### src/rtl/laser_alarm_pkg.sv
`default_nettype none
// ============================================================================
// Module   : laser_alarm_pkg
// Purpose  : Shared state encoding, default timing constants and output decode
//            for the laser tripwire alarm controller.
// Revision : 1.0 - initial release
// ============================================================================
package laser_alarm_pkg;

  typedef enum logic [2:0] {
    DISARMED = 3'd0,
    ARMING   = 3'd1,
    ARMED    = 3'd2,
    ENTRY    = 3'd3,
    ALARM    = 3'd4
  } alarm_state_t;

  localparam int c_DEF_DEBOUNCE_CYCLES    = 50000;
  localparam int c_DEF_EXIT_DELAY_CYCLES  = 250000000;
  localparam int c_DEF_ENTRY_DELAY_CYCLES = 500000000;
  localparam int c_DEF_COUNT_W            = 8;

  // Moore decode, bit order {armed, pending, alarm}
  function automatic logic [2:0] state_outputs(input alarm_state_t s);
    case (s)
      ARMING:  return 3'b010;
      ARMED:   return 3'b100;
      ENTRY:   return 3'b110;
      ALARM:   return 3'b101;
      default: return 3'b000;
    endcase
  endfunction

endpackage
`default_nettype wire

### src/rtl/laser_alarm_if.sv
`default_nettype none
// ============================================================================
// Module   : laser_alarm_if
// Purpose  : Sensor/switch inputs and indicator/count outputs of the alarm.
// Revision : 1.0 - initial release
// ============================================================================
interface laser_alarm_if #(
  parameter int COUNT_W = 8
);
  logic               laser_triggered;
  logic               arm;
  logic               armed;
  logic               pending;
  logic               alarm;
  logic [COUNT_W-1:0] trip_count;

  modport master (
    output laser_triggered, arm,
    input  armed, pending, alarm, trip_count
  );

  modport slave (
    input  laser_triggered, arm,
    output armed, pending, alarm, trip_count
  );
endinterface
`default_nettype wire

### src/rtl/beam_debounce.sv
`default_nettype none
// ============================================================================
// Module   : beam_debounce
// Purpose  : Consecutive-cycle debouncer; o_level after DEBOUNCE_CYCLES high
//            samples, o_rise pulses on the edge where o_level goes high.
// Revision : 1.0 - initial release
// ============================================================================
module beam_debounce
  import laser_alarm_pkg::*;
#(
  parameter int DEBOUNCE_CYCLES = c_DEF_DEBOUNCE_CYCLES
) (
  input  wire  clk,
  input  wire  reset,
  input  wire  i_in,
  output logic o_level,
  output logic o_rise
);

  localparam int              c_CW   = $clog2(DEBOUNCE_CYCLES + 1);
  localparam logic [c_CW-1:0] c_MAX  = c_CW'(DEBOUNCE_CYCLES);
  localparam logic [c_CW-1:0] c_LAST = c_CW'(DEBOUNCE_CYCLES - 1);

  logic [c_CW-1:0] r_run;

  always_ff @(posedge clk) begin
    if (reset) begin
      r_run <= '0;
    end else if (!i_in) begin
      r_run <= '0;
    end else if (r_run != c_MAX) begin
      r_run <= r_run + c_CW'(1);
    end
  end

  assign o_level = (r_run == c_MAX);
  // Asserted during the cycle whose closing edge saturates the run counter
  assign o_rise  = i_in && (r_run == c_LAST);

endmodule
`default_nettype wire

### src/rtl/laser_alarm_controller.sv
`default_nettype none
// ============================================================================
// Module   : laser_alarm_controller
// Purpose  : Debounced tripwire input, arm/exit/entry/alarm FSM and
//            saturating beam-break counter.
// Revision : 1.0 - initial release
// ============================================================================
module laser_alarm_controller
  import laser_alarm_pkg::*;
#(
  parameter int DEBOUNCE_CYCLES    = c_DEF_DEBOUNCE_CYCLES,
  parameter int EXIT_DELAY_CYCLES  = c_DEF_EXIT_DELAY_CYCLES,
  parameter int ENTRY_DELAY_CYCLES = c_DEF_ENTRY_DELAY_CYCLES,
  parameter int COUNT_W            = c_DEF_COUNT_W
) (
  input  wire          clk,
  input  wire          reset,
  laser_alarm_if.slave bus
);

  localparam int            c_DLY_MAX    = (EXIT_DELAY_CYCLES > ENTRY_DELAY_CYCLES) ?
                                           EXIT_DELAY_CYCLES : ENTRY_DELAY_CYCLES;
  localparam int            c_DW         = (c_DLY_MAX > 1) ? $clog2(c_DLY_MAX) : 1;
  localparam logic [c_DW-1:0] c_EXIT_LOAD  = c_DW'(EXIT_DELAY_CYCLES - 1);
  localparam logic [c_DW-1:0] c_ENTRY_LOAD = c_DW'(ENTRY_DELAY_CYCLES - 1);

  alarm_state_t       r_state;
  logic [2:0]         r_out;
  logic [c_DW-1:0]    r_dly;
  logic [COUNT_W-1:0] r_count;
  logic               r_trig_q;
  logic               w_level;
  logic               w_rise;
  logic               w_break_evt;
  logic [COUNT_W-1:0] w_count_sat;

  always_ff @(posedge clk) begin
    if (reset) r_trig_q <= 1'b0;
    else       r_trig_q <= bus.laser_triggered;
  end

  beam_debounce #(
    .DEBOUNCE_CYCLES (DEBOUNCE_CYCLES)
  ) u_debounce (
    .clk     (clk),
    .reset   (reset),
    .i_in    (r_trig_q),
    .o_level (w_level),
    .o_rise  (w_rise)
  );

  assign w_break_evt = w_rise & ~w_level;
  assign w_count_sat = (r_count == {COUNT_W{1'b1}}) ? r_count : r_count + 1'b1;

  always_ff @(posedge clk) begin
    if (reset) begin
      r_state <= DISARMED;
      r_out   <= 3'b000;
      r_dly   <= '0;
      r_count <= '0;
    end else begin
      case (r_state)
        DISARMED: begin
          if (bus.arm) begin
            r_state <= ARMING;
            r_out   <= state_outputs(ARMING);
            r_dly   <= c_EXIT_LOAD;
            r_count <= '0;
          end
        end
        ARMING: begin
          if (!bus.arm) begin
            r_state <= DISARMED;
            r_out   <= state_outputs(DISARMED);
          end else if (r_dly == '0) begin
            r_state <= ARMED;
            r_out   <= state_outputs(ARMED);
          end else begin
            r_dly <= r_dly - 1'b1;
          end
        end
        ARMED: begin
          if (!bus.arm) begin
            r_state <= DISARMED;
            r_out   <= state_outputs(DISARMED);
          end else if (w_break_evt) begin
            r_state <= ENTRY;
            r_out   <= state_outputs(ENTRY);
            r_dly   <= c_ENTRY_LOAD;
            r_count <= w_count_sat;
          end
        end
        ENTRY: begin
          if (!bus.arm) begin
            r_state <= DISARMED;
            r_out   <= state_outputs(DISARMED);
          end else begin
            if (w_break_evt) r_count <= w_count_sat;
            if (r_dly == '0) begin
              r_state <= ALARM;
              r_out   <= state_outputs(ALARM);
            end else begin
              r_dly <= r_dly - 1'b1;
            end
          end
        end
        ALARM: begin
          if (!bus.arm) begin
            r_state <= DISARMED;
            r_out   <= state_outputs(DISARMED);
          end else if (w_break_evt) begin
            r_count <= w_count_sat;
          end
        end
        default: begin
          r_state <= DISARMED;
          r_out   <= state_outputs(DISARMED);
        end
      endcase
    end
  end

  assign bus.armed      = r_out[2];
  assign bus.pending    = r_out[1];
  assign bus.alarm      = r_out[0];
  assign bus.trip_count = r_count;

endmodule
`default_nettype wire

### src/flat_wrapper.sv
// flat-port wrapper written by rule: the top's interface ports become plain ports
module laser_alarm_controller_flat import laser_alarm_pkg::*;
#(
  parameter int DEBOUNCE_CYCLES    = c_DEF_DEBOUNCE_CYCLES,
  parameter int EXIT_DELAY_CYCLES  = c_DEF_EXIT_DELAY_CYCLES,
  parameter int ENTRY_DELAY_CYCLES = c_DEF_ENTRY_DELAY_CYCLES,
  parameter int COUNT_W            = c_DEF_COUNT_W
)
  (clk, reset, bus_laser_triggered, bus_arm, bus_armed, bus_pending, bus_alarm, bus_trip_count);
  laser_alarm_if #(.COUNT_W(COUNT_W)) bus_i ();
  input  wire clk;
  input  wire reset;
  input wire logic [$bits(bus_i.laser_triggered)-1:0] bus_laser_triggered;
  input wire logic [$bits(bus_i.arm)-1:0] bus_arm;
  output wire logic [$bits(bus_i.armed)-1:0] bus_armed;
  output wire logic [$bits(bus_i.pending)-1:0] bus_pending;
  output wire logic [$bits(bus_i.alarm)-1:0] bus_alarm;
  output wire logic [$bits(bus_i.trip_count)-1:0] bus_trip_count;
  assign bus_i.laser_triggered = bus_laser_triggered;
  assign bus_i.arm = bus_arm;
  assign bus_armed = bus_i.armed;
  assign bus_pending = bus_i.pending;
  assign bus_alarm = bus_i.alarm;
  assign bus_trip_count = bus_i.trip_count;
  laser_alarm_controller #(.DEBOUNCE_CYCLES(DEBOUNCE_CYCLES), .EXIT_DELAY_CYCLES(EXIT_DELAY_CYCLES), .ENTRY_DELAY_CYCLES(ENTRY_DELAY_CYCLES), .COUNT_W(COUNT_W)) u_core (.clk(clk), .reset(reset), .bus(bus_i));
endmodule
### config.mk
export PLATFORM = sky130hd
export DESIGN_NAME = laser_alarm_controller_flat
export DESIGN_NICKNAME = d
export VERILOG_FILES = /design/src/rtl/laser_alarm_pkg.sv /design/src/rtl/laser_alarm_if.sv /design/src/rtl/beam_debounce.sv /design/src/rtl/laser_alarm_controller.sv /design/src/flat_wrapper.sv
export SDC_FILE = /design/constraint.sdc
export NUM_CORES = 1
export LEC_CHECK = 0
export ABC_AREA = 1
export CAP_MARGIN = 20
export CELL_PAD_IN_SITES_DETAIL_PLACEMENT = 1
export CELL_PAD_IN_SITES_GLOBAL_PLACEMENT = 2
export CORE_UTILIZATION = 33
export DETAILED_ROUTE_END_ITERATION = 10
export PLACE_DENSITY_LB_ADDON = 0.1
export SETUP_SLACK_MARGIN = 0.1
export SYNTH_ARGS = -nofsm -noshare
export SYNTH_HDL_FRONTEND = slang
export SYNTH_SLANG_ARGS = --single-unit
### constraint.sdc
create_clock -name clk -period 1.95 [get_ports clk]
set_input_delay 0.4875 -clock clk [delete_from_list [all_inputs] [get_ports clk]]
set_output_delay 0.4875 -clock clk [all_outputs]
set_load 0.02 [all_outputs]
# --- Word level (Yosys, flattened, before mapping) ---
# Index checks and enable logic that the tools add are counted.
classes:
  n_bitwise: 3
  add_sub_neg: 3
  n_reduce_logical: 11
  eq_ne: 20
  muxes: 26
ops:
  columns: ["operator", "count"]
  rows:
  - ["29-bit two-way mux", 5]
  - ["29-bit case mux with 3 select lines", 1]
  - ["3-bit two-way mux", 13]
  - ["16-bit == test (second input constant)", 2]
  - ["8-bit two-way mux", 4]
  - ["3-bit case mux with 5 select lines", 2]
  - ["29-bit logical NOT", 1]
  - ["29-bit by 1-bit subtractor with 29-bit output (second input constant)", 1]
  - ["16-bit by 1-bit adder with 16-bit output (second input constant)", 1]
  - ["16-bit inequality test (second input constant)", 1]
  - ["8-bit case mux with 2 select lines", 1]
  - ["2-bit inequality test (second input constant)", 5]
  - ["5-bit AND reduction", 2]
  - ["3-bit by 2-bit inequality test with 1-bit output (second input constant)", 3]
  - ["8-bit by 1-bit adder with 8-bit output (second input constant)", 1]
  - ["8-bit == test (second input constant)", 1]
  - ["2-bit by 1-bit inequality test with 1-bit output (second input constant)", 4]
  - ["3-bit by 2-bit == test with 1-bit output (second input constant)", 2]
  - ["6-bit AND reduction", 1]
  - ["2-bit OR reduction", 2]
  - ["3-bit by 1-bit == test with 1-bit output (second input constant)", 1]
  - ["3-bit == test (second input constant)", 1]
  - ["3-bit logical NOT", 1]
  - ["3-bit nonzero test", 1]
  - ["other kinds (5)", 6]
totals:
  regBits: 60
  input_bits: 4

# --- Logic depth before layout (Yosys ltp) ---
# Gate-level depths: netlist (run 1).
logic_depth:
  depth_word: 6
  depth_mapped: 13
  depth_no_buf: 13

# --- Modules after synthesis ---
# A second synthesis (run 1) with hierarchy kept.
unflattened:
  cells_unflattened: 629
  hier_area_um2: 3814.9
modules_own_cells:
  columns: ["module", "cells_each", "area_each_um2", "n_inst"]
  rows:
  - ["laser_alarm_controller", 474, 2866.5, 1]
  - ["beam_debounce", 155, 948.4, 1]

# --- Worst setup path after synthesis (run 1) ---
# Ideal clock, no wire load.
synth_timing:
  path_kind: "reg2reg"
  startpoint: "reg u_core.r_count[0], in the netlist u_core.bus.trip_count[0]"
  endpoint: "reg u_core.r_count[6], in the netlist u_core.bus.trip_count[6]"
  path_buffers: 0
  required_ps: 1880
  setup_slack_ps: 262
  arrival_ps: 1617
  stages_incl_launch_ff: 10
  period_less_slack_ps: 1688
  cell_sequence: "dfxtp_1 -> ha_1 -> nand2_1 -> inv_1 -> nand4_1 -> nor2_1 -> o21bai_4 -> nand3_1 -> nand2_1 -> a21oi_1"
synth_via:
  elab_chain_len: 5
  word_cells_on_any_way: 8
  cone_classes: "add/sub: 1; eq/ne: 2; mux: 4; reduce/logical: 1"
synth_lines:
  columns: ["item", "line_no", "text"]
  rows:
  - ["start: declaration", "laser_alarm_controller.sv:30", "logic [COUNT_W-1:0] r_count;"]
  - ["start signal: assignment", "laser_alarm_controller.sv:90", "r_count <= w_count_sat;"]
  - ["start signal: assignment", "laser_alarm_controller.sv:98", "if (w_break_evt) r_count <= w_count_sat;"]
  - ["start signal: assignment", "laser_alarm_controller.sv:112", "r_count <= w_count_sat;"]
  - ["8-bit by 1-bit adder with 8-bit output", "laser_alarm_controller.sv:53", "assign w_count_sat = (r_count == {COUNT_W{1'b1}}) ? r_count : r_count + 1'b1;"]
  - ["8-bit two-way mux", "laser_alarm_controller.sv:53", null]
  - ["8-bit two-way mux", "laser_alarm_controller.sv:86, laser_alarm_controller.sv:98, laser_alarm_controller.sv:111", null]
  - ["8-bit two-way mux", "laser_alarm_controller.sv:83", "if (!bus.arm) begin"]
  - ["8-bit case mux with 2 select lines", "laser_alarm_controller.sv:62", "case (r_state)"]
# Several ways; a longest one is shown, not always the timed one. The select of a mux whose other input is x is not followed.
# A chain may end at the register's enable or synchronous reset.

# --- Final worst setup path (run 1) ---
layout_timing:
  startpoint: "reg u_core.r_dly[25]"
  endpoint: "reg u_core.r_dly[20]"
layout_via:
  elab_chain_len: 3
layout_lines:
  columns: ["item", "line_no", "text"]
  rows:
  - ["start: declaration", "laser_alarm_controller.sv:29", "logic [c_DW-1:0] r_dly;"]
  - ["start signal: assignment", "laser_alarm_controller.sv:67", "r_dly <= c_EXIT_LOAD;"]
  - ["start signal: assignment", "laser_alarm_controller.sv:79", "r_dly <= r_dly - 1'b1;"]
  - ["start signal: assignment", "laser_alarm_controller.sv:89", "r_dly <= c_ENTRY_LOAD;"]
  - ["29-bit logical NOT", "laser_alarm_controller.sv:75, laser_alarm_controller.sv:99", null]
  - ["2-bit inequality test (no source line)", null, null]
  - ["6-bit AND reduction (no source line)", null, null]
# No other way between the ends.

==> results, run 1 <==
- The flow ran to the end, and the final reports show no timing, DRC or antenna violations.
- The y dimension of the die is between 100 and 150 um.
- The final number of hold-violating endpoints is 0.
- The number of max-slew violations in the final report is 0.
- The portion of total power attributed to combinational logic is 30.9%.
- The number of nets at the end of the flow is around 660.
- The clock sink count is just under 60.
- The die covers between 0.01 and 0.015 mm^2.
- The clock network accounts for between 30% and 40% of the total power.
- The clock slew at the register clock pins of the worst setup and hold paths is ~0.07 ns.
- Leaving out fill and tap cells, the most frequent cells in the layout are sky130_fd_sc_hd__nand2_1, sky130_fd_sc_hd__nor2_1, sky130_fd_sc_hd__inv_1.
- Setup repair after global routing could not meet its margin everywhere.
- The number of routed nets with antenna violations is 0.
- The via count of the first global-routing pass is just under 4000.
- The number of warnings reported in the yosys synthesis log is 0.
- Summing every instance area after synthesis gives between 0.003 and 0.004 mm^2.
- On the final layout, the worst clock skew is 0.0172 ns.
- The via total after detailed routing is roughly 4000.
- Setup violations remaining at the end of the flow were counted as 0.
- The repair_antennas step left the layout with diodes totalling 0.
- The worst slew slack as a fraction of its limit is 67.6%.
- For this design the total switching power over the nets is between 0.001 and 0.0015 W.
- The clock tree root driver cell is sky130_fd_sc_hd__clkbuf_8.
- The TritonCTS clock tree is done.
- The actual transition at the worst max-transition pin is between 0.4 and 0.5 ns.
- The pin count of the biggest net entering global routing is 22.
- STA puts the critical path data arrival time at ~2.1 ns.
- The overall fraction of global-route tracks in use is a little over a fifth.
- The proportion of total power due to net switching is 36.0%.
- The clock latency of the later-clocked register in the worst-skew pair is 0.38 ns.
- The total of hold buffers inserted after clock tree synthesis is 0.
- During placement, the flow inserted port buffers numbering 14.
- After detailed routing, the total wire length is between 10000 and 15000 um.
- The placer congestion estimate is approximately 0.81.
- Of all nets on the critical path, the largest fanout is 6.
- After global routing the overflow that remains totals 0.
- Synthesis produced a netlist with a net count of 609.
- Relative to the synthesized area, the layout overhead comes to 26.6%.
- TritonCTS created 9 clock buffers.
- The category of the worst setup path capture point is a flop.
- The die is around 110 um wide.
- The wire-length estimate of the detail-placed layout is between 8000 and 9000 um.
- The maximum clock path buffer count is 2.
- Leaving out fill and tap cells, the most frequent cell in the layout is sky130_fd_sc_hd__nand2_1.
- After floorplanning, the core was divided into 38 placement rows.
- Hold is met by approximately 0.46 ns.
- The detailed-route DRC error count is 0.
- The core area is roughly 0.011 mm^2.
- The first global-routing pass estimated 19100 um of wire.
- The total area of multi-input combinational cells is 0.00230 mm^2.
- The CTS H-tree depth is 3.
- The final period utilization is between 90% and 100%.
- The sort of element at the start of the critical path is a flop.
- Based on the critical path, the design can be clocked at up to around 0.55 GHz.
- After synthesis, flip-flops and latches occupy 31.4% of the total area.
- The tightest min-delay check is of the reg -> reg type.
- The initial DRC count is around 140.
- For this design the static power due to leakage is 2.00 nW.
- The I/O pin count is 15.
- The average via count per standard cell is around 5.
- The max capacitance violation total is 0.
- Cell internal power was estimated by the tool at around 0.0024 W.
- The post-synthesis area per instance is roughly 6.2 um^2.
- The post-synthesis cell count is 600.
- The cell area after placement is ~0.0042 mm^2.
- The initial standard-cell utilization of the core is between 30% and 40%.
- The worst setup path is of the reg -> reg kind.
- The number of distinct standard cells referenced by the synthesized netlist is 33.
- The sequential cell area is around 0.0012 mm^2.
- The fraction of final layout cells with drive strength greater than 1 is about 17%.
- The first detailed-routing pass took 4 iterations.
- Dividing total power by cell area gives a power density of between 800 and 900 mW/mm^2.
- Data on the critical path is required at its endpoint by 2.25 ns.
- The initial antenna violation count is 0.
- The time the final worst path needs with I/O delays and setup is roughly 1.8 ns.
- IR analysis of the VDD net gives a maximum drop of just over 600 uV.
- With fillers left out, the area of the finished cells amounts to 0.00468 mm^2.
- Fill cells in the final layout number about 1400.
- After synthesis the netlist holds a flip-flop and latch count of 58.
- The average wire per cell in the routed design is roughly 15 um.
- The share of total power in sequential cells is 36.5%.
## state kept, by name, summed over array words and instances (netlist names)
| name | flops |
|---|---|
| u_core.r_dly | 29 |
| u_core.u_debounce.r_run | 16 |
| u_core.r_trig_q | 1 |
| u_core.bus.trip_count | 8 |
| u_core.r_state | 2 |
| u_core.r_out | 2 |
## cells by family after synthesis
group                      Yosys count  synth area share [%]
adders and majority gates            5                  1.69
AOI/OAI and AO/OA                   72                  10.7
xor gates and xnor gates            19                  4.50
buffers and inverters               87                  9.75
and+or+nand+nor                    359                  42.0
DFF                                 58                  31.4
## routing by layer
metal	track usage [%]	wire length, um
met2	35.6	5560
met5	0	0
met3	3.69	239
met4	8.32	178
met1	27.2	5940
## synthesized netlist by cell type
master | instances | area (um^2)
sky130_fd_sc_hd__a21oi_1 | 44 | 220
sky130_fd_sc_hd__a21oi_2 | 1 | 8.76
sky130_fd_sc_hd__a22oi_1 | 2 | 15.0
sky130_fd_sc_hd__a31oi_1 | 1 | 6.26
sky130_fd_sc_hd__buf_1 | 2 | 7.51
sky130_fd_sc_hd__buf_2 | 3 | 15.0
sky130_fd_sc_hd__buf_4 | 2 | 15.0
sky130_fd_sc_hd__buf_6 | 3 | 33.8
sky130_fd_sc_hd__clkbuf_1 | 5 | 18.8
sky130_fd_sc_hd__clkinv_1 | 2 | 7.51
sky130_fd_sc_hd__dfxtp_1 | 58 | 1160
sky130_fd_sc_hd__ha_1 | 5 | 62.6
sky130_fd_sc_hd__inv_1 | 67 | 251
sky130_fd_sc_hd__inv_2 | 3 | 11.3
sky130_fd_sc_hd__nand2_1 | 161 | 604
sky130_fd_sc_hd__nand2_2 | 3 | 18.8
sky130_fd_sc_hd__nand3_1 | 34 | 170
sky130_fd_sc_hd__nand3_2 | 2 | 20.0
sky130_fd_sc_hd__nand4_1 | 20 | 125
sky130_fd_sc_hd__nand4_4 | 1 | 21.3
sky130_fd_sc_hd__nor2_1 | 115 | 432
sky130_fd_sc_hd__nor2_2 | 2 | 12.5
sky130_fd_sc_hd__nor2_4 | 6 | 67.6
sky130_fd_sc_hd__nor3_1 | 13 | 65.1
sky130_fd_sc_hd__nor3b_1 | 1 | 7.51
sky130_fd_sc_hd__nor4_1 | 1 | 6.26
sky130_fd_sc_hd__o211ai_1 | 1 | 7.51
sky130_fd_sc_hd__o21a_1 | 3 | 22.5
sky130_fd_sc_hd__o21ai_0 | 17 | 85.1
sky130_fd_sc_hd__o21ai_1 | 2 | 10.0
sky130_fd_sc_hd__o21bai_4 | 1 | 18.8
sky130_fd_sc_hd__xnor2_1 | 3 | 26.3
sky130_fd_sc_hd__xor2_1 | 16 | 140
## stage by stage
stage	util (%)	instances	power [W]	setup WS [ns]	TNS (ns)
after detailed placement	38.4	769	0.00245	-0.162	-3.51
after floorplan	-	600	0.00208	0.262	0
after CTS	40.3	785	0.00371	0.0758	0
final	43.0	797	0.00379	0.143	0
after global placement	38.4	769	0.00243	-0.102	-2.33
after global routing	43.0	797	0.00402	0.0209	0
## worst max-delay path: stages (launching register included)
cell and delay [ns]:
sky130_fd_sc_hd__dfxtp_1 0.37, sky130_fd_sc_hd__inv_1 0.10, sky130_fd_sc_hd__nand2_1 0.09, sky130_fd_sc_hd__nor2_2 0.15, sky130_fd_sc_hd__nand2_1 0.10, sky130_fd_sc_hd__nor2_2 0.17, sky130_fd_sc_hd__nand3_2 0.13, sky130_fd_sc_hd__nand4_4 0.23
sky130_fd_sc_hd__clkbuf_16 0.20, sky130_fd_sc_hd__nand2_1 0.05, sky130_fd_sc_hd__a21oi_1 0.15
## path summary, 6_finish.rpt
| check | startpoint | cells after the start | slack (ns) | endpoint |
|---|---|---|---|---|
| setup / recovery | u_core.r_dly[25]$_SDFFE_PP0P_ | 10 | 0.14 | u_core.r_dly[20]$_SDFFE_PP0P_ |
| hold / removal | u_core.r_out[2]$_SDFFE_PP0P_ | 2 | 0.46 | u_core.r_out[2]$_SDFFE_PP0P_ |
| setup reg to reg | u_core.r_dly[25]$_SDFFE_PP0P_ | 10 | 0.14 | u_core.r_dly[20]$_SDFFE_PP0P_ |
| hold reg to reg | u_core.r_out[2]$_SDFFE_PP0P_ | 2 | 0.46 | u_core.r_out[2]$_SDFFE_PP0P_ |
## power groups by stage
stage / Clock [W] / Combinational [W] / Sequential, W
floorplan: 0 / 0.000705 / 0.00137
global placement: 0 / 0.00102 / 0.00140
CTS: 0.00128 / 0.00105 / 0.00138
global route: 0.00132 / 0.00130 / 0.00140
detailed placement: 0 / 0.00105 / 0.00141
finish: 0.00124 / 0.00117 / 0.00138
## layout make-up
cell class | count | share of cell area, %
repair buffers | 56 | 11.6
clock buffers | 12 | 3.53
inverters | 72 | 5.78
well taps | 140 | 3.75
multi-input cells | 455 | 49.3
clock inverters | 4 | 1.04
flip-flops and latches | 58 | 25.1
## repair_timing
item                                    in CTS  in global routing
setup buffers                                0                  8
cloned                                       0                  4
gates resized for setup                      9                 48
endpoints found under the setup margin      10                 46
pin swaps                                    0                 17
Note: power is estimated with default switching activity, not from simulation.
==> run 2, diff against run 1 <==
--- a/config.mk
+++ b/config.mk
@@ -12,7 +12,7 @@
 export CORE_UTILIZATION = 33
 export DETAILED_ROUTE_END_ITERATION = 10
 export PLACE_DENSITY_LB_ADDON = 0.1
-export SETUP_SLACK_MARGIN = 0.1
+export SETUP_SLACK_MARGIN = 0.3
 export SYNTH_ARGS = -nofsm -noshare
 export SYNTH_HDL_FRONTEND = slang
 export SYNTH_SLANG_ARGS = --single-unit
==> run 2 against run 1 <==
Worst hold slack improved by 0.00066 ns. Total power rose by 4.0%. Maximum frequency rose by 1.8%. Sequential power barely moved. Via count rose by 5.8%. Wire length rose by 11%. Worst setup slack improved by 0.032 ns. Clock skew fell by 0.0095 ns. Clock power fell by 3%. Final cell count rose by 3.1%.
==> results, run 2 (synthesis results as in run 1) <==
- The flow ran to the end, and the final reports show no timing, DRC or antenna violations.
- The CTS H-tree depth is 3 (unchanged).
- The placement-stage worst setup slack is -0.185 ns (-0.0237 ns).
- The overall die width is 108 um (unchanged).
- The time the final worst path needs with I/O delays and setup was 1.77 ns (-0.0325 ns).
- The overall fraction of global-route tracks in use is 23.4% (+2.0 points).
- The worst slew slack as a fraction of its limit was 63.5% (-4.2 points).
- The number of filler cells placed in the layout was 1436 (-0.28%).
- The wire length of the first global-routing pass is 21000 um (+10%).
- The critical hold path startpoint is u_core.r_out[2]$_SDFFE_PP0P_.
- The initial antenna violation count came to 0 (unchanged).
- The maximum clock path buffer count is 2 (unchanged).
- The clock slew at the register clock pins of the worst setup and hold paths came to 0.07 ns (about the same).
- The sort of element at the start of the critical path is a flop.
- TritonCTS built the clock tree.
- From synthesis to final layout, the design area changed by 38.7%.
- The library cell used most frequently in the layout, excluding fill and tap cells, is sky130_fd_sc_hd__nand2_1.
- The flip-flop count of the largest register, all copies and words added is 29 (unchanged).
- The initial DRC count came to 131 (-4.4%).
- The worst ir drop on vdd is 427 uV (-30%).
- The final number of hold-violating endpoints is 0 (unchanged).
- The via count of the first global-routing pass is 4309 (+8.8%).
- STA classifies the critical path endpoint as a flop.
- The required time at the endpoint of the critical path came to 2.23 ns (-0.02 ns).
- Setup repair after global routing could not meet its margin everywhere.
- The fraction of final layout cells with drive strength greater than 1 is 29.6% (+12 points).
- The filler-free cell count of the finished design came to 822 (+3.1%).
- The core area is 0.0109 mm^2 (unchanged).
- The max capacitance violation total is 0 (unchanged).
- The total overflow reported by the global router came to 0 (unchanged).
- The worst clock skew is 0.00775 ns (-0.00946 ns).
- The largest fanout of any net on the critical path came to 5 (-1).
- The total of hold buffers inserted after clock tree synthesis is 0 (unchanged).
- The initial standard-cell utilization of the core came to 33.9% (unchanged).
- The number of routed nets with antenna violations is 0 (unchanged).
- The power per cell area is 769 mW/mm^2 (-5.1%).
- The detailed-route DRC error count is 0 (unchanged).
- The antenna diode instance count is 0 (unchanged).
- The average via count per standard cell was 5.07 (+2.6%).
- The clock latency of the later-clocked register in the worst-skew pair is 0.35 ns (-0.03 ns).
- The area enclosed by the die boundary was 0.0116 mm^2 (unchanged).
- The y dimension of the die is 108 um (unchanged).
- The top cell types in the final layout, fill and taps aside, are sky130_fd_sc_hd__nand2_1, sky130_fd_sc_hd__nor2_1, sky130_fd_sc_hd__inv_1.
- The tightest min-delay check is of the reg -> reg type.
- The CTS buffer count is 9 (unchanged).
- The actual transition at the worst max-transition pin is 0.547 ns (+0.0623 ns).
- The average wire per cell in the routed design is 16.0 um (+7.2%).
- The I/O pin count is 15 (unchanged).
- The final setup slack of the worst path is 0.176 ns (+0.0325 ns).
- u_core.r_dly holds more flip-flops than any other register.
- The reported leakage power is 2.16 nW (+8.1%).
- In this run the worst setup path begins at u_core.u_debounce.r_run[9]$_SDFFE_PP0P_.
- The final worst hold slack is 0.464 ns (+0.000656 ns).
- The final wirelength is 13200 um (+11%).
- The number of rows created at floorplan is 38 (unchanged).
- The clock sink count is 58 (unchanged).
- The number of nets at the end of the flow is 686 (+3.8%).
- The fmax is 0.564 GHz (+1.8%).
- The total of endpoints with negative setup slack in the final report was 0 (unchanged).
- The number of port buffers is 14 (unchanged).
- The detailed placement HPWL is 8760 um (+1.8%).
- The summed negative setup slack over all endpoints is 0 ns (unchanged).
- The worst reg2reg path startpoint is u_core.u_debounce.r_run[9]$_SDFFE_PP0P_.
- The tree is rooted in a sky130_fd_sc_hd__clkbuf_8.
- The pin count of the biggest net entering global routing is 22 (unchanged).
- The total instance count after detailed placement is 771 (+0.26%).
- The final period utilization came to 91.0% (-1.7 points).
- The via total after detailed routing is 4171 (+5.8%).
- The arrival time of the worst setup path was 2.05 ns (-0.06 ns).
- The power after layout came to 0.00394 W (+4.0%).
- The placer congestion estimate is 0.809 (+0.19%).
- The number of max-slew violations in the final report was 0 (unchanged).
- The critical path start-end classification is reg -> reg.
- The detailed-routing iteration count for the pre-antenna-repair pass is 4 (unchanged).
## run 2: cell count changes in the layout (fill, tap and decap cells not counted), sizes merged
cell	previous run	this run
buf	39	66
clkbuf	15	17
clkdlybuf4s50	4	2
clkinv	5	3
clkinvlp	0	2
dlygate4sd2	9	8
dlymetal6s2s	1	0
## run 2: metal layers
layer	share of wire, %	global-route usage, %
met1	46	29.0
met2	51	41.6
met3	2.2	3.87
met4	1.1	5.87
met5	0	0
## run 2: area by class of cell
class	instances	area (um^2)	area share, %
clock buffers	12	155	3.03
flip-flops and latches	58	1190	23.2
clock inverters	4	50.0	0.977
well taps	140	175	3.42
multi-input cells	455	2500	48.8
repair buffers	81	782	15.3
inverters	72	273	5.32
## run 2: path summary, 6_finish.rpt
check	endpoint	slack (ns)	cells after the start
hold / removal	u_core.r_out[2]$_SDFFE_PP0P_	0.46	2
hold reg to reg	u_core.r_out[2]$_SDFFE_PP0P_	0.46	2
setup / recovery	u_core.r_dly[10]$_SDFFE_PP0P_	0.18	12
setup reg to reg	u_core.r_dly[10]$_SDFFE_PP0P_	0.18	12
## run 2: critical path, stage by stage (launching register included)
cell and delay, ns:
sky130_fd_sc_hd__dfxtp_1 0.38, sky130_fd_sc_hd__nand2_2 0.11, sky130_fd_sc_hd__clkinv_1 0.09, sky130_fd_sc_hd__nand2_2 0.06, sky130_fd_sc_hd__nor2_4 0.16, sky130_fd_sc_hd__nand3_2 0.14, sky130_fd_sc_hd__nand2_4 0.10, sky130_fd_sc_hd__nand4_4 0.14
sky130_fd_sc_hd__buf_12 0.18, sky130_fd_sc_hd__buf_12 0.13, sky130_fd_sc_hd__nand2_1 0.05, sky130_fd_sc_hd__nand2_1 0.04, sky130_fd_sc_hd__nor2_1 0.11
## run 2: where the power goes
group	switching, W	internal (W)
sequential	0.000120	0.00128
clock	0.000538	0.000659
combinational	0.000781	0.000565
## run 2: metrics by stage
step,cell area [um^2],utilization (%)
final,5120,47.1
after global routing,5120,47.1
after CTS,4760,43.7
after detailed placement,4210,38.6
after global placement,4210,38.6
after floorplan,3700,-
## run 2: what timing repair did
item	4_1_cts	5_1_grt
setup buffers	15	16
gates resized for setup	67	85
pin swaps	18	49
gates cloned	3	1
endpoints found under the setup margin	56	53
endpoints found under the hold margin	0	0
==> run 3, diff against run 2 <==
--- a/config.mk
+++ b/config.mk
@@ -11,6 +11,7 @@
 export CELL_PAD_IN_SITES_GLOBAL_PLACEMENT = 2
 export CORE_UTILIZATION = 33
 export DETAILED_ROUTE_END_ITERATION = 10
+export MAX_ROUTING_LAYER = met4
 export PLACE_DENSITY_LB_ADDON = 0.1
 export SETUP_SLACK_MARGIN = 0.3
 export SYNTH_ARGS = -nofsm -noshare
==> run 3 against run 2 <==
Combinational power is essentially flat. Flip-flop and latch count is the same. Final cell count is the same. Worst setup slack gained 0.0024 ns. Wire length is essentially flat. Die area is the same. Clock power is essentially flat. Clock-buffer cell count is the same. Highest routed layer unchanged. Global-route usage grew 0.57 points. Total power shrank 0.12%. Non-clock buffer count is the same. Clock skew grew 0.00051 ns.
==> results, run 3 (synthesis results as in run 1) <==
- The worst setup path is of the reg -> reg kind.
- The number of rows created at floorplan is 38 (unchanged).
- The placement-stage worst setup slack is -0.185 ns (unchanged).
- The final wirelength is 13200 um (about the same).
- STA classifies the critical path startpoint as a flop.
- The average via count per standard cell was 5.07 (unchanged).
- The classification of the worst-slack hold path is reg -> reg.
- The required time at the endpoint of the critical path came to 2.22 ns (about the same).
- The category of the worst setup path capture point is a flop.
- The clock sink count is 58 (unchanged).
- The critical hold path startpoint is u_core.r_out[2]$_SDFFE_PP0P_.
- The overall die width was 108 um (unchanged).
- The actual transition at the worst max-transition pin came to 0.541 ns (-0.00598 ns).
- The fraction of final layout cells with drive strength greater than 1 came to 29.6% (unchanged).
- Setup repair after global routing could not meet its margin everywhere.
- The clock latency of the later-clocked register in the worst-skew pair is 0.34 ns (about the same).
- The critical path goes through nand2_2 > clkinv_1 > nand2_2 > nor2_4 > nand3_2 > nand2_4 > nand4_4 > buf_12 > buf_12 > nand2_2 > nand2_1 > nor2_1.
- The y dimension of the die is 108 um (unchanged).
- The run finished with clean final reports.
- The wire length of the first global-routing pass is 21000 um (-0.17%).
- In this run the critical register-to-register path is captured at u_core.r_dly[25]$_SDFFE_PP0P_.
- The most flop-heavy register is u_core.r_dly.
- The worst slew slack as a fraction of its limit is 63.9% (+0.40 points).
- The final setup slack of the worst path is 0.178 ns (+0.00240 ns).
- The worst reg2reg path startpoint is u_core.u_debounce.r_run[9]$_SDFFE_PP0P_.
- The antenna diode instance count is 0 (unchanged).
- The core area is 0.0109 mm^2 (unchanged).
- The count of cells along the worst hold path is 2 (unchanged).
- The pin count of the biggest net entering global routing is 22 (unchanged).
- The final worst hold slack is 0.464 ns (-0.0000210 ns).
- The average wire per cell in the routed design came to 16.0 um (about the same).
- The largest fanout of any net on the critical path was 5 (unchanged).
- The cell with the largest stage delay on the worst path is sky130_fd_sc_hd__dfxtp_1.
- In the layout the commonest cells are sky130_fd_sc_hd__nand2_1, sky130_fd_sc_hd__nor2_1, sky130_fd_sc_hd__inv_1.
- The terminating pin of the worst hold path is u_core.r_out[2]$_SDFFE_PP0P_.
- The detailed-routing iteration count for the pre-antenna-repair pass is 4 (unchanged).
- The growth of design area from synthesis to finish was 38.7% (unchanged).
- The most numerous cell type found on the critical path is sky130_fd_sc_hd__nand2_2.
- The clock tree root driver cell is sky130_fd_sc_hd__clkbuf_8.
- The reported leakage power is 2.16 nW (-0.11%).
- The number of routed nets with antenna violations is 0 (unchanged).
- The final period utilization is 90.9% (-0.12 points).
- The CTS buffer count is 9 (unchanged).
- Leaving out fill and tap cells, the most frequent cell in the layout is sky130_fd_sc_hd__nand2_1.
- The via total after detailed routing came to 4171 (unchanged).
- The number of max-slew violations in the final report is 0 (unchanged).
- The worst ir drop on vdd is 429 uV (+0.54%).
- The worst clock skew is 0.00825 ns (+0.000509 ns).
- The summed negative setup slack over all endpoints is 0 ns (unchanged).
- The maximum clock path buffer count is 2 (unchanged).
- The total of endpoints with negative setup slack in the final report is 0 (unchanged).
- The number of port buffers is 14 (unchanged).
- The final number of hold-violating endpoints is 0 (unchanged).
- The filler-free cell count of the finished design was 822 (unchanged).
- The depth of the worst register-to-register path was 12 (unchanged).
- The area enclosed by the die boundary is 0.0116 mm^2 (unchanged).
- The arrival time of the worst setup path was 2.04 ns (about the same).
- The placer congestion estimate is 0.821 (+1.5%).
- The stage delay of the slowest cell on the critical path came to 0.38 ns (about the same).
- The detailed-route DRC error count is 0 (unchanged).
- The via count of the first global-routing pass is 4314 (+0.12%).
- The overall fraction of global-route tracks in use is 24.0% (+0.57 points).
- The total overflow reported by the global router was 0 (unchanged).
- The number of nets at the end of the flow is 686 (unchanged).
- The total of hold buffers inserted after clock tree synthesis is 0 (unchanged).
- The CTS H-tree depth came to 3 (unchanged).
- The total instance count after detailed placement is 771 (unchanged).
- The utilization after layout is 47.1% (unchanged).
- The clock slew at the register clock pins of the worst setup and hold paths is 0.07 ns (about the same).
- The fmax is 0.564 GHz (+0.14%).
- The initial antenna violation count is 0 (unchanged).
- The initial standard-cell utilization of the core is 33.9% (unchanged).
- The power per cell area came to 769 mW/mm^2 (-0.12%).
- The I/O pin count is 15 (unchanged).
- The initial DRC count is 120 (-8.4%).
- The time the final worst path needs with I/O delays and setup came to 1.77 ns (-0.00240 ns).
- The detailed placement HPWL is 8760 um (unchanged).
- The register-to-register setup slack is 0.18 ns (about the same).
- TritonCTS built the clock tree.
- The flip-flop count of the largest register, all copies and words added is 29 (unchanged).
- The max capacitance violation total is 0 (unchanged).
- The number of filler cells placed in the layout came to 1436 (unchanged).
[run 3: cell types whose count changed in the layout (fill, tap and decap cells not counted)]
cell	change
sky130_fd_sc_hd__nor2_2	-1
sky130_fd_sc_hd__ha_1	-1
sky130_fd_sc_hd__nor2_1	+1
sky130_fd_sc_hd__ha_2	+1
[run 3: worst max path at each step]
| stage | startpoint | endpoint | slack, ns | cells past startpoint |
|---|---|---|---|---|
| 6_report | u_core.u_debounce.r_run[9]$_SDFFE_PP0P_ | u_core.r_dly[25]$_SDFFE_PP0P_ | 0.18 | 12 |
| 5_1_grt | u_core.r_dly[16]$_SDFFE_PP0P_ | u_core.r_dly[2]$_SDFFE_PP0P_ | 0.05 | 11 |
| 4_1_cts | u_core.u_debounce.r_run[1]$_SDFFE_PP0P_ | u_core.r_dly[26]$_SDFFE_PP0P_ | 0.20 | 13 |
| 3_5_place_dp | bus_arm | u_core.r_dly[26]$_SDFFE_PP0P_ | -0.19 | 9 |
| 3_3_place_gp | bus_arm | u_core.r_dly[18]$_SDFFE_PP0P_ | -0.11 | 9 |
| 2_1_floorplan | u_core.r_state[0]$_SDFFE_PP0P_ | u_core.r_dly[0]$_SDFFE_PP0P_ | 0.34 | 8 |
[run 3: timing repair]
item	CTS	global route
pin swaps	18	49
setup endpoints to repair	56	53
buffers inserted	15	16
resized for setup	67	85
cloned	3	1
[run 3: layer usage]
metal / track usage, % / routed length [um]
met1: 28.9 / 5840
met2: 41.6 / 6710
met3: 3.51 / 434
met4: 6.16 / 178
met5: - / 0
[run 3: cell type report]
class / instances / area [um^2] / share of cell area [%]
clock inverter: 4 / 50.0 / 0.977
tap: 140 / 175 / 3.42
inverter: 72 / 273 / 5.32
clock buffer: 12 / 155 / 3.03
sequential: 58 / 1190 / 23.2
multi-input combinational: 455 / 2500 / 48.8
timing repair buffer: 81 / 782 / 15.3
[run 3: worst max-delay path, delay by kind of cell (launching register included)]
family / cells / cell delay, ns
buffers and inverters: 3 / 0.40
DFF: 1 / 0.38
and+or+nand+nor: 9 / 0.91
[run 3: power breakdown]
part	total [W]	switching, W	leakage [nW]	internal (W)
Clock	0.00119	0.000533	0.0986	0.000659
Combinational	0.00135	0.000782	1.58	0.000565
Sequential	0.00140	0.000119	0.484	0.00128
Total	0.00394	0.00143	2.16	0.00250
[run 3: through the flow]
stage                     area [um^2]  power [W]
after floorplan                  3700    0.00208
after global placement           4210    0.00244
after CTS                        4760    0.00384
after detailed placement         4210    0.00247
final                            5120    0.00394
after global routing             5120    0.00418
